## src/rtl/arm_instr_encoder.sv

```systemverilog
// Encodes one mnemonic-level request at a time into the decoder's 32-bit instruction
// format and writes it to instruction memory at an auto-incrementing word address.
module arm_instr_encoder #(
   parameter int          ADDR_W    = 6,
   parameter int          DEPTH     = 64,
   parameter logic [31:0] BASE_ADDR = 32'h0000_0000
) (
   input  logic              clk,
   input  logic              rst,
   input  logic              clr,
   input  logic              req_valid,
   output logic              req_ready,
   input  logic [3:0]        req_op,
   input  logic [3:0]        req_cond,
   input  logic              req_imm,
   input  logic              req_s,
   input  logic [3:0]        req_rn,
   input  logic [3:0]        req_rd,
   input  logic [11:0]       req_op2,
   input  logic [23:0]       req_offset,
   output logic              imem_we,
   output logic [31:0]       imem_addr,
   output logic [31:0]       imem_wdata,
   output logic              err,
   output logic              full,
   output logic [ADDR_W:0]   count
);

   localparam logic [1:0] S_IDLE  = 2'd0;
   localparam logic [1:0] S_WRITE = 2'd1;
   localparam logic [1:0] S_FULL  = 2'd2;

   localparam logic [ADDR_W-1:0] LAST_PTR = ADDR_W'(DEPTH - 1);

   logic [1:0]        r_state;
   logic [ADDR_W-1:0] r_ptr;
   logic [ADDR_W:0]   r_count;
   logic [31:0]       r_word;
   logic              r_err;

   logic [31:0]       w_word;
   logic              w_legal;
   logic              w_xfer;

   // Start from the generic data-processing layout and patch the fields each op overrides.
   always_comb begin
      w_legal = 1'b1;
      w_word  = {req_cond, 2'b00, req_imm, 4'b0000, req_s, req_rn, req_rd, req_op2};
      case (req_op)
         4'd0:  w_word[24:21] = 4'b1101;
         4'd1:  w_word[24:21] = 4'b1111;
         4'd2:  w_word[24:21] = 4'b0100;
         4'd3:  w_word[24:21] = 4'b0101;
         4'd4:  w_word[24:21] = 4'b0010;
         4'd5:  w_word[24:21] = 4'b0110;
         4'd6:  w_word[24:21] = 4'b0000;
         4'd7:  w_word[24:21] = 4'b1100;
         4'd8:  w_word[24:21] = 4'b0001;
         4'd9:  begin
            w_word[24:21] = 4'b1010;
            w_word[20]    = 1'b1;
            w_word[15:12] = 4'b0000;
         end
         4'd10: begin
            w_word[24:21] = 4'b1000;
            w_word[20]    = 1'b1;
            w_word[15:12] = 4'b0000;
         end
         4'd11: w_word[27:20] = 8'b0100_1001;
         4'd12: w_word[27:20] = 8'b0100_1000;
         4'd13: w_word = {req_cond, 4'b1010, req_offset};
         default: w_legal = 1'b0;
      endcase
   end

   assign w_xfer = req_valid && (r_state == S_IDLE);

   // clr outranks the FSM; a WRITE cycle under clr still strobes because imem_we follows state.
   always_ff @(posedge clk or posedge rst) begin
      if (rst) begin
         r_state <= S_IDLE;
         r_ptr   <= '0;
         r_count <= '0;
         r_word  <= '0;
         r_err   <= 1'b0;
      end else begin
         r_err <= 1'b0;
         if (clr) begin
            r_state <= S_IDLE;
            r_ptr   <= '0;
            r_count <= '0;
         end else begin
            case (r_state)
               S_IDLE: begin
                  if (w_xfer) begin
                     if (w_legal) begin
                        r_word  <= w_word;
                        r_state <= S_WRITE;
                     end else begin
                        r_err <= 1'b1;
                     end
                  end
               end
               S_WRITE: begin
                  r_ptr   <= r_ptr + ADDR_W'(1);
                  r_count <= r_count + (ADDR_W+1)'(1);
                  r_state <= (r_ptr == LAST_PTR) ? S_FULL : S_IDLE;
               end
               S_FULL:  r_state <= S_FULL;
               default: r_state <= S_IDLE;
            endcase
         end
      end
   end

   assign req_ready  = (r_state == S_IDLE);
   assign imem_we    = (r_state == S_WRITE);
   assign imem_addr  = BASE_ADDR + {{(30-ADDR_W){1'b0}}, r_ptr, 2'b00};
   assign imem_wdata = r_word;
   assign err        = r_err;
   assign full       = (r_state == S_FULL);
   assign count      = r_count;

endmodule

```

## config.mk

```make
export PLATFORM = sky130hd
export DESIGN_NAME = arm_instr_encoder
export DESIGN_NICKNAME = d
export VERILOG_FILES = /design/src/rtl/arm_instr_encoder.sv
export SDC_FILE = /design/constraint.sdc
export NUM_CORES = 1
export LEC_CHECK = 0
export BUFFER_PORTS_ARGS = -buffer_cell sky130_fd_sc_hd__buf_2
export CORE_ASPECT_RATIO = 1.1
export CORE_MARGIN = 3
export CORE_UTILIZATION = 41
export CTS_BUF_LIST = sky130_fd_sc_hd__clkbuf_16
export DETAILED_ROUTE_END_ITERATION = 8
export PLACE_DENSITY = 0.87
export SYNTH_ARGS = -nofsm -noshare
export SYNTH_HDL_FRONTEND = slang
export SYNTH_SLANG_ARGS = --single-unit
```

## constraint.sdc

```tcl
create_clock -name clk -period 1.9 [get_ports clk]
set_clock_uncertainty 0.2 [all_clocks]
set_input_delay 0.57 -clock clk [delete_from_list [all_inputs] [get_ports clk]]
set_output_delay 0.57 -clock clk [all_outputs]
set_load 0.05 [all_outputs]
```

---- Yosys cells after proc, flatten, opt, wreduce, memory -nomap -nowiden ----
Index checks and enable logic that the tools add are counted.
word-level totals
  output and inout port bits .............. 75
  input port bits ......................... 58
  bits in registers ....................... 48
  word-level logic and storage cells ...... 57
operators by class
  equal/unequal tests ..................... 18
  reduce and logical (&&, ||, !) cells .... 11
  add/sub/neg operators ................... 2
  bitwise logic cells ..................... 1
  muxes and demuxes ....................... 20
operator list
  cell                                                                     number
  4-bit case mux with 11 select lines                                      1
  4-bit == test, second input constant                                     6
  4-bit by 3-bit == test with 1-bit output, second input constant          4
  7-bit two-way mux                                                        2
  14-bit OR reduction                                                      1
  12-bit two-way mux                                                       1
  6-bit two-way mux                                                        2
  4-bit by 2-bit == test with 1-bit output, second input constant          2
  2-bit two-way mux                                                        4
  4-bit case mux with 2 select lines                                       1
  7-bit by 1-bit adder with 7-bit output, second input constant            1
  6-bit by 1-bit adder with 6-bit output, second input constant            1
  6-bit == test, second input constant                                     1
  3-bit by 2-bit inequality test with 1-bit output, second input constant  2
  2-bit case mux with 3 select lines                                       1
  3-bit case mux with 2 select lines                                       1
  3-bit OR reduction                                                       2
  1-bit two-way mux                                                        5
  4-bit by 1-bit == test with 1-bit output, second input constant          1
  4-bit logical NOT                                                        1
  4-bit two-way mux                                                        1
  4-bit AND reduction                                                      1
  2-bit OR reduction                                                       2
  1-bit case mux with 3 select lines                                       1
  7 further kinds                                                          7

---- Depth between registers and ports, before layout ----
  depth after elaboration ................. 7
  gate-level depth with buffers ........... 7
  depth with buffers taken out ............ 4

---- Worst setup path after synthesis ----
OpenSTA, ideal clock, no wires.
  path type ............................... input to register
  from .................................... in clr
  to ...................................... reg r_word[26], in the netlist imem_wdata[26]
  path buffers ............................ 2
  path slack .............................. -0.177 ns
  required time ........................... 1.573 ns
  data arrival time ....................... 1.750 ns
  setup time .............................. 0.127 ns
  stages .................................. 6
  cells stage by stage .................... buf_2 nor4b_4 nand2_2 clkinv_2 buf_6 mux2_1
on the way
  cells in the longest elaborated chain, start to end .. 2
RTL lines
  item                           RTL line  source
  from (decl)                    10        input logic clr,
  1-bit NOT (no line)            --
  4-bit AND reduction (no line)  --
  to (signal assigned)           97        r_word <= w_word;
  to (decl)                      38        logic [31:0] r_word;
Every way passes these cells.
A chain may end at the register's enable or synchronous reset.

---- Final worst setup path ----
  from .................................... reg r_state[0]
  to ...................................... out imem_we
on the way
  cells in the longest elaborated chain, start to end .. 1
RTL lines
  item                                      RTL line  source
  from (decl)                               35        logic [1:0] r_state;
  from (signal assigned)                    107       r_state <= (r_ptr == LAST_PTR) ? S_FULL : S_IDLE;
  2-bit by 1-bit == test with 1-bit output  117       assign imem_we = (r_state == S_WRITE);
  to (decl)                                 21        output logic imem_we,
Every way passes these cells.

==> results.cfg <==
[outcome]
status = complete, but fails checks
violations = setup timing

[floorplan]
start_util_pct = 43.6
rows = 29
core_um2 = 5950
io_pins = 133
die_y_um = 89.5
die_x_um = 81.9
dieArea_um2 = 7320

[setup_path]
worstPathArrival_ns = 1.14
cp.buffers_inverters = 2
endpoint_kind = primary output
cp-start-kind = flop
r2r_cells = 6
critPathRequiredTime_ns = 1.13
critPathMaxStageDelay_ns = 0.40
reg2reg_from = r_state[1]$_DFFE_PP0P_
worstSetupPathType = reg -> out
regToRegSetupSlack_ns = 0.04
worstPathMaxFanout = 5
cp_top_family = flip-flops
cpMaxStageDelayCell = dfrtp_1
worst_r2r_endpoint = imem_wdata[30]$_DFFE_PP0P_
crit_path_cell_trace = buf_12 > nor2b_4 > buf_8

[logic_synthesis]
yosys_warnings = 0
synth_top_area_share_pct = 46.3
syn_inst = 271
ys_top_cells_by_area = dfrtp_1 46%, buf_4 7.8%, nand2_1 5.9%
synthSimpleGateAreaFrac_pct = 18.3
synth_edf_count = 0
seq_area_frac_synth_pct = 46.3
synth.area.mux_share_pct = 3.76
synth_top_family_by_area = simple AND/OR/NAND/NOR gates
ys_top_cells_by_count = 48 x dfrtp_1, 41 x nand2_1, 27 x buf_4
synth_adder_area_share_pct = 0.964
avgSynthCellArea_um2 = 9.58
syn-cell-area_um2 = 2600
ys_ff_latch = 48
yosys.area.top_type = dfrtp_1
yosysMostFrequentCell = dfrtp_1
async_flop_share_pct = 100
synthFlopType = dfrtp_1
synth_compound_gate_area_share_pct = 17.1
synthDistinctLibCells = 43
synth_xor_area_share_pct = 1.35

[clock_tree]
clk_latency_ns = 0.27
cts_tree = yes
h-tree-depth = 2
cts-root-to-sink-buffers = 2
tritoncts.num_buffers = 5
cts_root_buf = clkbuf_16
cts_hold_buf = 0
clock_sinks = 48
path_clk_slew_ns = 0.06

[final_layout]
drive_gt1_share_pct = 39.4
antenna_cells = 0
fin_cells = 468
area_growth_pct = 34.2
nNetsFinal = 450

[sta]
final-setup-viol-count = 1
min_period_ns = 1.91
finalMaxSlewViolations = 0
period_share_pct = 100
fmax_mhz = 525
rsz0062_at_grt = yes
finalHoldViolations = 0
setup_ws_ns = -0.00619

[placed_design]
pre_cts_ws_ns = -0.111
gp_congestion = 0.779
io_buffers = 106
dp_hpwl_um = 4650
dp_cells = 449

[grt]
met1_usage_pct = 20.7
grt_max_degree = 49
grtUsageTotal_pct = 17.8
first_global_vias = 2281
antenna_found_initial = 0
grt_pass1_wl_um = 10300
grt_remaining_overflow = 0
grt_busiest_layer = met2
met2_usage_pct = 31.4
use_met3_pct = 5.14

[min_path]
min_path_type = in -> async

[routing]
drtPass1Iterations = 4
drt-total-wl_um = 6630
vias_per_cell = 5.08
drt-wirelength-per-cell_um = 14.2
drcViolationCount = 0
num_vias = 2378
detail_route.iter0.violations = 57
detail-route-antenna-nets = 0

[power]
leakagePower_uw = 0.00174
ir_worst_vdd_uv = 599
power_density_nw_per_um2 = 947

[job]
max_cap_viol_count = 0
==> how the worst max path moves through the flow <==
stage                                start                         end  slack (ns)  cells past startpoint
finish              r_state[0]$_DFFE_PP0P_                     imem_we      -0.006                      3
detailed placement                     clr  imem_wdata[29]$_DFFE_PP0P_       -0.11                      5
global route        r_state[0]$_DFFE_PP0P_                     imem_we       -0.03                      3
floorplan                              clr  imem_wdata[26]$_DFFE_PP0P_       -0.17                      6
global placement                       clr  imem_wdata[30]$_DFFE_PP0P_       -0.07                      5
CTS                 r_state[0]$_DFFE_PP0P_                     imem_we      -0.006                      3
==> stage by stage <==
step / instance area, µm² / hold WS (ns) / util [%] / power [µW] / TNS, ns
6_report: 3480 / 0.146 / 58.6 / 3300 / -0.00619
5_1_grt: 3480 / 0.167 / 58.6 / 3430 / -0.129
4_1_cts: 3400 / 0.157 / 57.1 / 3300 / -0.00611
3_5_place_dp: 3180 / 0.291 / 53.5 / 2330 / -1.99
3_3_place_gp: 3180 / 0.287 / 53.5 / 2310 / -0.933
2_1_floorplan: 2720 / 0.400 / - / 2090 / -1.09
==> logic make-up after synthesis <==
family / count (synthesis)
AO/OA/AOI/OAI: 68
XOR/XNOR: 4
adder cells (fa/ha/maj): 2
buffers and inverters: 49
flip-flops: 48
multiplexers: 9
other: 1
AND/OR/NAND/NOR: 90
==> layout by cell type, fill, tap and decap left out, drive strengths merged, types with 5 or more instances in the layout <==
cell type and instances:
buf 130, a221o 5, a31oi 18, nand2 43, o21ai 9, conb 26
mux2 6, nor2 10, a21oi 23, dfrtp 48, clkbuf 5, nand3b 7
nor2b 6, and3 5
==> sequential cells by signal, indices dropped and copies added, names as in the netlist <==
name,cells
r_state,2
r_ptr,6
err,1
count,7
imem_wdata,32
==> area by class of cell <==
class	count	area, µm²
inverters	4	26.3
fillers	544	2470
repair buffers	130	782
clock inverters	3	37.5
flip-flops and latches	48	1200
well taps	77	96.3
repair inverters	1	6.26
multi-input cells	200	1210
clock buffers	5	125
==> where the power goes <==
| part | leakage [µW] | internal, µW | switching [µW] |
|---|---|---|---|
| Sequential | 0.000596 | 1150 | 74.7 |
| Clock | 0.0000789 | 612 | 359 |
| Combinational | 0.00107 | 287 | 818 |
| Total | 0.00174 | 2050 | 1250 |
==> layer usage <==
metal	vias up	share of wire (%)
li1	1151	-
met1	1117	39
met2	102	52
met3	8	7.5
met4	0	1.3
met5	-	0
==> tightest hold or removal path, cell delays in order <==
cell	delay (ns)
buf_2	0.11
clkinvlp_4	0.07
buf_12	0.25
==> timing repair <==
action / 4_1_cts / 5_1_grt
endpoints found under the setup margin: 3 / 26
gates resized for setup: 9 / 11
setup buffers: 3 / 5
gates cloned: 0 / 3
Power figures use the tool's default switching activity.
